===== src/rtl/mem_bus_arbiter.sv =====
// mem_bus_arbiter: shares one memory bus between fetch and load/store ports with in-order response routing
module mem_bus_arbiter #(
  parameter int MAX_OUTST    = 2,
  parameter int STARVE_LIMIT = 4
) (
  input  logic        clk,
  input  logic        reset,
  input  logic        inst_req,
  input  logic [31:0] inst_addr,
  output logic        inst_addr_ok,
  output logic        inst_data_ok,
  output logic [31:0] inst_rdata,
  input  logic        data_req,
  input  logic        data_wr,
  input  logic [1:0]  data_size,
  input  logic [31:0] data_addr,
  input  logic [31:0] data_wdata,
  output logic        data_addr_ok,
  output logic        data_data_ok,
  output logic [31:0] data_rdata,
  output logic        bus_req,
  output logic        bus_wr,
  output logic [1:0]  bus_size,
  output logic [31:0] bus_addr,
  output logic [31:0] bus_wdata,
  input  logic        bus_addr_ok,
  input  logic        bus_data_ok,
  input  logic [31:0] bus_rdata,
  output logic        proto_err
);
  localparam logic [1:0] IDLE  = 2'd0;
  localparam logic [1:0] GNT_I = 2'd1;
  localparam logic [1:0] GNT_D = 2'd2;
  localparam int PW = MAX_OUTST > 1 ? $clog2(MAX_OUTST) : 1;
  localparam int CW = $clog2(MAX_OUTST) + 1;
  localparam int SW = $clog2(STARVE_LIMIT + 1);
  logic [1:0]           state_q, state_d;
  logic [MAX_OUTST-1:0] own_q, own_d;
  logic [PW-1:0]        wr_ptr_q, wr_ptr_d, rd_ptr_q, rd_ptr_d;
  logic [CW-1:0]        count_q, count_d;
  logic [SW-1:0]        starve_q, starve_d;
  logic                 proto_err_q, proto_err_d;
  logic                 gnt_i, gnt_d, push, pop, head_d, room;
  assign gnt_i = state_q == GNT_I;
  assign gnt_d = state_q == GNT_D;
  assign push  = (gnt_i | gnt_d) & bus_addr_ok;
  assign pop   = bus_data_ok & (count_q != '0);
  assign head_d = own_q[rd_ptr_q];
  assign room  = count_q < CW'(MAX_OUTST);
  assign bus_req      = gnt_i | gnt_d;
  assign bus_wr       = gnt_d & data_wr;
  assign bus_size     = gnt_d ? data_size : gnt_i ? 2'd2 : 2'd0;
  assign bus_addr     = gnt_d ? data_addr : gnt_i ? inst_addr : 32'd0;
  assign bus_wdata    = gnt_d ? data_wdata : 32'd0;
  assign inst_addr_ok = gnt_i & bus_addr_ok;
  assign data_addr_ok = gnt_d & bus_addr_ok;
  assign inst_data_ok = pop & ~head_d;
  assign data_data_ok = pop & head_d;
  assign inst_rdata   = inst_data_ok ? bus_rdata : 32'd0;
  assign data_rdata   = data_data_ok ? bus_rdata : 32'd0;
  assign proto_err    = proto_err_q;
  always_comb begin
    state_d = state_q;
    if (state_q == IDLE)
      state_d = !room ? IDLE :
                (data_req && (!inst_req || starve_q < SW'(STARVE_LIMIT))) ? GNT_D :
                inst_req ? GNT_I : IDLE;
    else if (bus_addr_ok)
      state_d = IDLE;
    own_d = own_q;
    if (push) own_d[wr_ptr_q] = gnt_d;
    wr_ptr_d = !push ? wr_ptr_q : (wr_ptr_q == PW'(MAX_OUTST - 1)) ? '0 : wr_ptr_q + 1'b1;
    rd_ptr_d = !pop ? rd_ptr_q : (rd_ptr_q == PW'(MAX_OUTST - 1)) ? '0 : rd_ptr_q + 1'b1;
    count_d  = count_q + CW'(push) - CW'(pop);
    // data wins only count toward starvation while fetch is actually waiting
    starve_d = inst_addr_ok ? '0 :
               (data_addr_ok && inst_req && starve_q < SW'(STARVE_LIMIT)) ? starve_q + 1'b1 :
               starve_q;
    proto_err_d = proto_err_q | (bus_data_ok & (count_q == '0));
  end
  always_ff @(posedge clk or negedge reset) begin
    if (!reset) begin
      state_q     <= IDLE;
      own_q       <= '0;
      wr_ptr_q    <= '0;
      rd_ptr_q    <= '0;
      count_q     <= '0;
      starve_q    <= '0;
      proto_err_q <= 1'b0;
    end else begin
      state_q     <= state_d;
      own_q       <= own_d;
      wr_ptr_q    <= wr_ptr_d;
      rd_ptr_q    <= rd_ptr_d;
      count_q     <= count_d;
      starve_q    <= starve_d;
      proto_err_q <= proto_err_d;
    end
  end
endmodule


===== config.mk =====
export PLATFORM = sky130hd
export DESIGN_NAME = mem_bus_arbiter
export DESIGN_NICKNAME = d
export VERILOG_FILES = /design/src/rtl/mem_bus_arbiter.sv
export SDC_FILE = /design/constraint.sdc
export NUM_CORES = 1
export LEC_CHECK = 0
export CAP_MARGIN = 20
export CORE_MARGIN = 10
export CORE_UTILIZATION = 22
export DETAILED_ROUTE_END_ITERATION = 12
export PLACE_DENSITY = 0.87
export SLEW_MARGIN = 20
export SYNTH_ARGS = -nofsm -noshare
export SYNTH_HDL_FRONTEND = slang
export SYNTH_SLANG_ARGS = --single-unit
export TNS_END_PERCENT = 30

===== constraint.sdc =====
create_clock -name clk -period 2.15 [get_ports clk]
set_clock_uncertainty 0.15 [all_clocks]
set_input_delay 0.3225 -clock clk [delete_from_list [all_inputs] [get_ports clk]]
set_output_delay 0.3225 -clock clk [all_outputs]
set_load 0.005 [all_outputs]

==> impl_table.tex <==
\begin{tabular}{lr}
\hline
Metric & Value \\
\hline
\multicolumn{2}{l}{\textbf{Outcome}} \\
\quad Run status & finished with violations \\
\quad Violated checks & setup timing \\
\multicolumn{2}{l}{\textbf{Cells and area}} \\
\quad Cell area after layout & 4659 µm² \\
\quad NumNets Final & 647 \\
\quad Area of combinational cells with multiple inputs & around 1300 µm² \\
\quad Most common cell after layout, fill and taps aside & sky130\_fd\_sc\_hd\_\_clkdlybuf4s50\_1 \\
\quad Area delta synth->final & 184.9\% \\
\quad Number of filler instances in the final layout & 605 \\
\quad Final instance count without filler cells & 603 \\
\quad Final core utilization & 64.24\% \\
\quad Commonest cells after routing, fill and taps aside & sky130\_fd\_sc\_hd\_\_clkdlybuf4s50\_1, sky130\_fd\_sc\_hd\_\_and2\_1, sky130\_fd\_sc\_hd\_\_dlygate4sd2\_1, sky130\_fd\_sc\_hd\_\_clkbuf\_2 \\
\quad Fraction of final layout cells with drive strength greater than 1 & 26.79\% \\
\quad Antenna Cells & 0 \\
\quad Sequential cell area in the final layout & 300.3 µm² \\
\multicolumn{2}{l}{\textbf{Power}} \\
\quad Lkg Pwr & around 2.7 nW \\
\quad Worst-case vdd ir drop & 0.4411 mV \\
\quad Power density relative to cell area & 819.0 nW/µm² \\
\quad Final Total Pwr & roughly 3.8 mW \\
\multicolumn{2}{l}{\textbf{Synthesis}} \\
\quad Flip-flop and latch count after synthesis & 12 \\
\quad Proportion of synthesized chip area in sequential cells & 18.36\% \\
\quad Warnings from Yosys & 0 \\
\quad Count of cell types in the netlist & 29 \\
\quad Area of the mapped netlist & $\sim$1600 µm² \\
\quad Mapped Avg Cell Area & 8.016 µm² \\
\quad Post-Synthesis Cells & 204 \\
\quad Synthesized Nets & 346 \\
\multicolumn{2}{l}{\textbf{Clocking}} \\
\quad CTS sink count & 12 \\
\quad Count of hold buffers inserted by post-cts repair & 0 \\
\quad CTS tree & yes \\
\quad Clock transition time at the flip-flop clock pins of the worst setup and hold paths & 0.05 ns \\
\quad Maximum count of clock buffers along a single path & 2 \\
\quad Clock insertion delay at the later pin of the skew report & 0.24 ns \\
\quad Deepest level of the CTS H-tree & 1 \\
\quad CTS root buffer & sky130\_fd\_sc\_hd\_\_clkbuf\_8 \\
\quad Num CTS Buffers & 3 \\
\multicolumn{2}{l}{\textbf{Timing}} \\
\quad Final worst path period need & 2.212 ns \\
\quad RSZ-0062 raised after global routing & true \\
\quad Max Freq & 0.4521 GHz \\
\quad Tightest Pin Transition & 0.5534 ns \\
\quad Final-report max-slew violation count & 0 \\
\quad Period utilisation layout & 102.9\% \\
\quad Sum of negative setup slack & -0.1152 ns \\
\quad Hold violation total from the final report & 0 \\
\quad Worst hold-check slack & around 0.29 ns \\
\quad Finish-stage setup viols & 5 \\
\quad Worst slew margin relative to its limit & a little over three fifths \\
\quad Post-layout worst setup margin & -0.06204 ns \\
\multicolumn{2}{l}{\textbf{Routing}} \\
\quad Wire length per cell & 19.71 µm \\
\quad Residual antenna-violating net count after detailed routing & 0 \\
\quad Total vias in the final route & 2669 \\
\quad Number of search-and-repair iterations in the first detailed-routing pass & 4 \\
\quad DR iter-0 viols & 42 \\
\quad Routed vias/inst & 4.426 \\
\quad Drt total wl & roughly 12000 µm \\
\quad Post-route DRC violation count & 0 \\
\multicolumn{2}{l}{\textbf{Die}} \\
\quad DIE HEIGHT & 106.2 µm \\
\quad Die Span X & 106.2 µm \\
\quad Area inside the core boundary & 7253 µm² \\
\quad Initial Utilization & 22.55\% \\
\quad IO Count & 274 \\
\quad Row count & 31 \\
\quad Die footprint & 11280 µm² \\
\multicolumn{2}{l}{\textbf{GRT}} \\
\quad Congestion Overflow GR & 0 \\
\quad First-pass GRT wire length & between 15000 and 20000 µm \\
\quad Initial antenna violation count & 0 \\
\quad Vias in the first global route & between 2k and 3k \\
\quad Pin count of the biggest net entering global routing & 34 \\
\quad Tot GR Track Use & a little under a fifth \\
\multicolumn{2}{l}{\textbf{Critical path}} \\
\quad Category of the most critical setup path & reg2out \\
\quad Category of the worst setup path launch point & flip-flop \\
\quad Worst endpoint data arrival time & 1.74 ns \\
\quad Largest fanout of any net on the critical path & 17 \\
\quad Nature of the critical path endpoint & output port \\
\quad CP required & 1.68 ns \\
\multicolumn{2}{l}{\textbf{Worst hold path}} \\
\quad Hold/Removal Path Class & in2async \\
\multicolumn{2}{l}{\textbf{Placed design}} \\
\quad Number of placed cells counting well taps & roughly 570 \\
\quad Cell Area, Placed & 4527 µm² \\
\quad Estimated wirelength of the detail-placed design & between 9000 and 10000 µm \\
\quad Final estimated routing congestion in global placement & 0.8185 \\
\quad Worst Setup Slack post-DPL & -0.3207 ns \\
\quad Quantity of I/O buffers inserted on ports & 273 \\
\multicolumn{2}{l}{\textbf{Flow run}} \\
\quad Maximum Capacitance Violations & 0 \\
\hline
\end{tabular}
[synthesized netlist by cell type, drive strengths merged]
| master | count | share of area (%) |
|---|---|---|
| and2 | 100 | 39 |
| nand2 | 3 | 0.69 |
| ha | 5 | 3.8 |
| a32o | 1 | 0.61 |
| nand4b | 1 | 0.54 |
| mux2i | 3 | 1.8 |
| a21boi | 2 | 0.92 |
| nand3 | 2 | 0.61 |
| a31oi | 1 | 0.38 |
| o21ai | 2 | 0.84 |
| nor2 | 7 | 1.8 |
| and3b | 1 | 0.76 |
| a21o | 2 | 0.92 |
| nor2b | 2 | 0.76 |
| buf | 10 | 4.1 |
| o32ai | 1 | 0.54 |
| mux2 | 2 | 1.4 |
| clkbuf | 8 | 2.0 |
| dfrtp | 12 | 18 |
| xor2 | 2 | 1.1 |
| xnor2 | 3 | 1.6 |
| a22o | 31 | 17 |
| inv | 3 | 0.69 |
[timing repair]
action,in CTS,in global routing
gates cloned,4,1
pin swaps,3,2
endpoints found under the setup margin,135,95
resized for setup,217,118
buffers inserted,12,11
[flip-flops by register name (all words and copies together), names as in the netlist]
signal / count
rd_ptr_q: 1
wr_ptr_q: 1
state_q: 2
proto_err: 1
own_q: 2
starve_q: 3
count_q: 2
[critical path: stages (launching register included)]
cell	delay, ns
sky130_fd_sc_hd__dfrtp_1	0.39
sky130_fd_sc_hd__inv_2	0.07
sky130_fd_sc_hd__ha_4	0.19
sky130_fd_sc_hd__buf_4	0.14
sky130_fd_sc_hd__buf_4	0.13
sky130_fd_sc_hd__buf_12	0.14
sky130_fd_sc_hd__a22o_1	0.20
sky130_fd_sc_hd__clkdlybuf4s15_1	0.21
[final cells by class]
cell class	instances	area share [%]
Clock buffer	4	1.182
Inverter	3	0.2417
Multi-Input combinational cell	174	28.20
Sequential cell	12	6.445
Tap cell	99	2.658
Timing Repair Buffer	311	61.28
[where the power goes]
part           internal [mW]  switching [mW]  total, mW
clock                  0.162          0.0820      0.244
combinational           1.89            1.27       3.17
sequential             0.319          0.0858      0.405
[routing by layer]
metal	share of wire (%)	wire (µm)	vias to the layer above	global-route usage [%]
met3	12	1418	8	8.877
met4	0.86	102	0	2.031
met5	0	0	-	0
met2	53	6293	163	36.31
met1	34	4070	1203	19.15
li1	-	-	1295	-
[worst paths after layout]
check / start / to / slack, ns / cells after the start
worst max register to register: state_q[0]$_DFFE_PN0P_ / count_q[1]$_DFF_PN0_ / 0.29 / 7
min in group clk: proto_err$_DFF_PN0_ / proto_err$_DFF_PN0_ / 0.30 / 1
worst max-delay path: state_q[0]$_DFFE_PN0P_ / bus_addr[14] / -0.06 / 7
max in group asynchronous: reset / state_q[1]$_DFFE_PN0P_ / 1.19 / 1
worst min-delay path: reset / proto_err$_DFF_PN0_ / 0.29 / 1
worst min register to register: proto_err$_DFF_PN0_ / proto_err$_DFF_PN0_ / 0.30 / 1
[cells by family after synthesis]
kind of cell	after synthesis	synth area share, %
simple gates	116	44.30
compound gates	40	20.81
buf+inv	21	6.809
flops	12	18.36
xor+xnor	5	2.678
mux	5	3.213
fa+ha+maj	5	3.826
No activity file was read; power rests on OpenSTA's default activity.
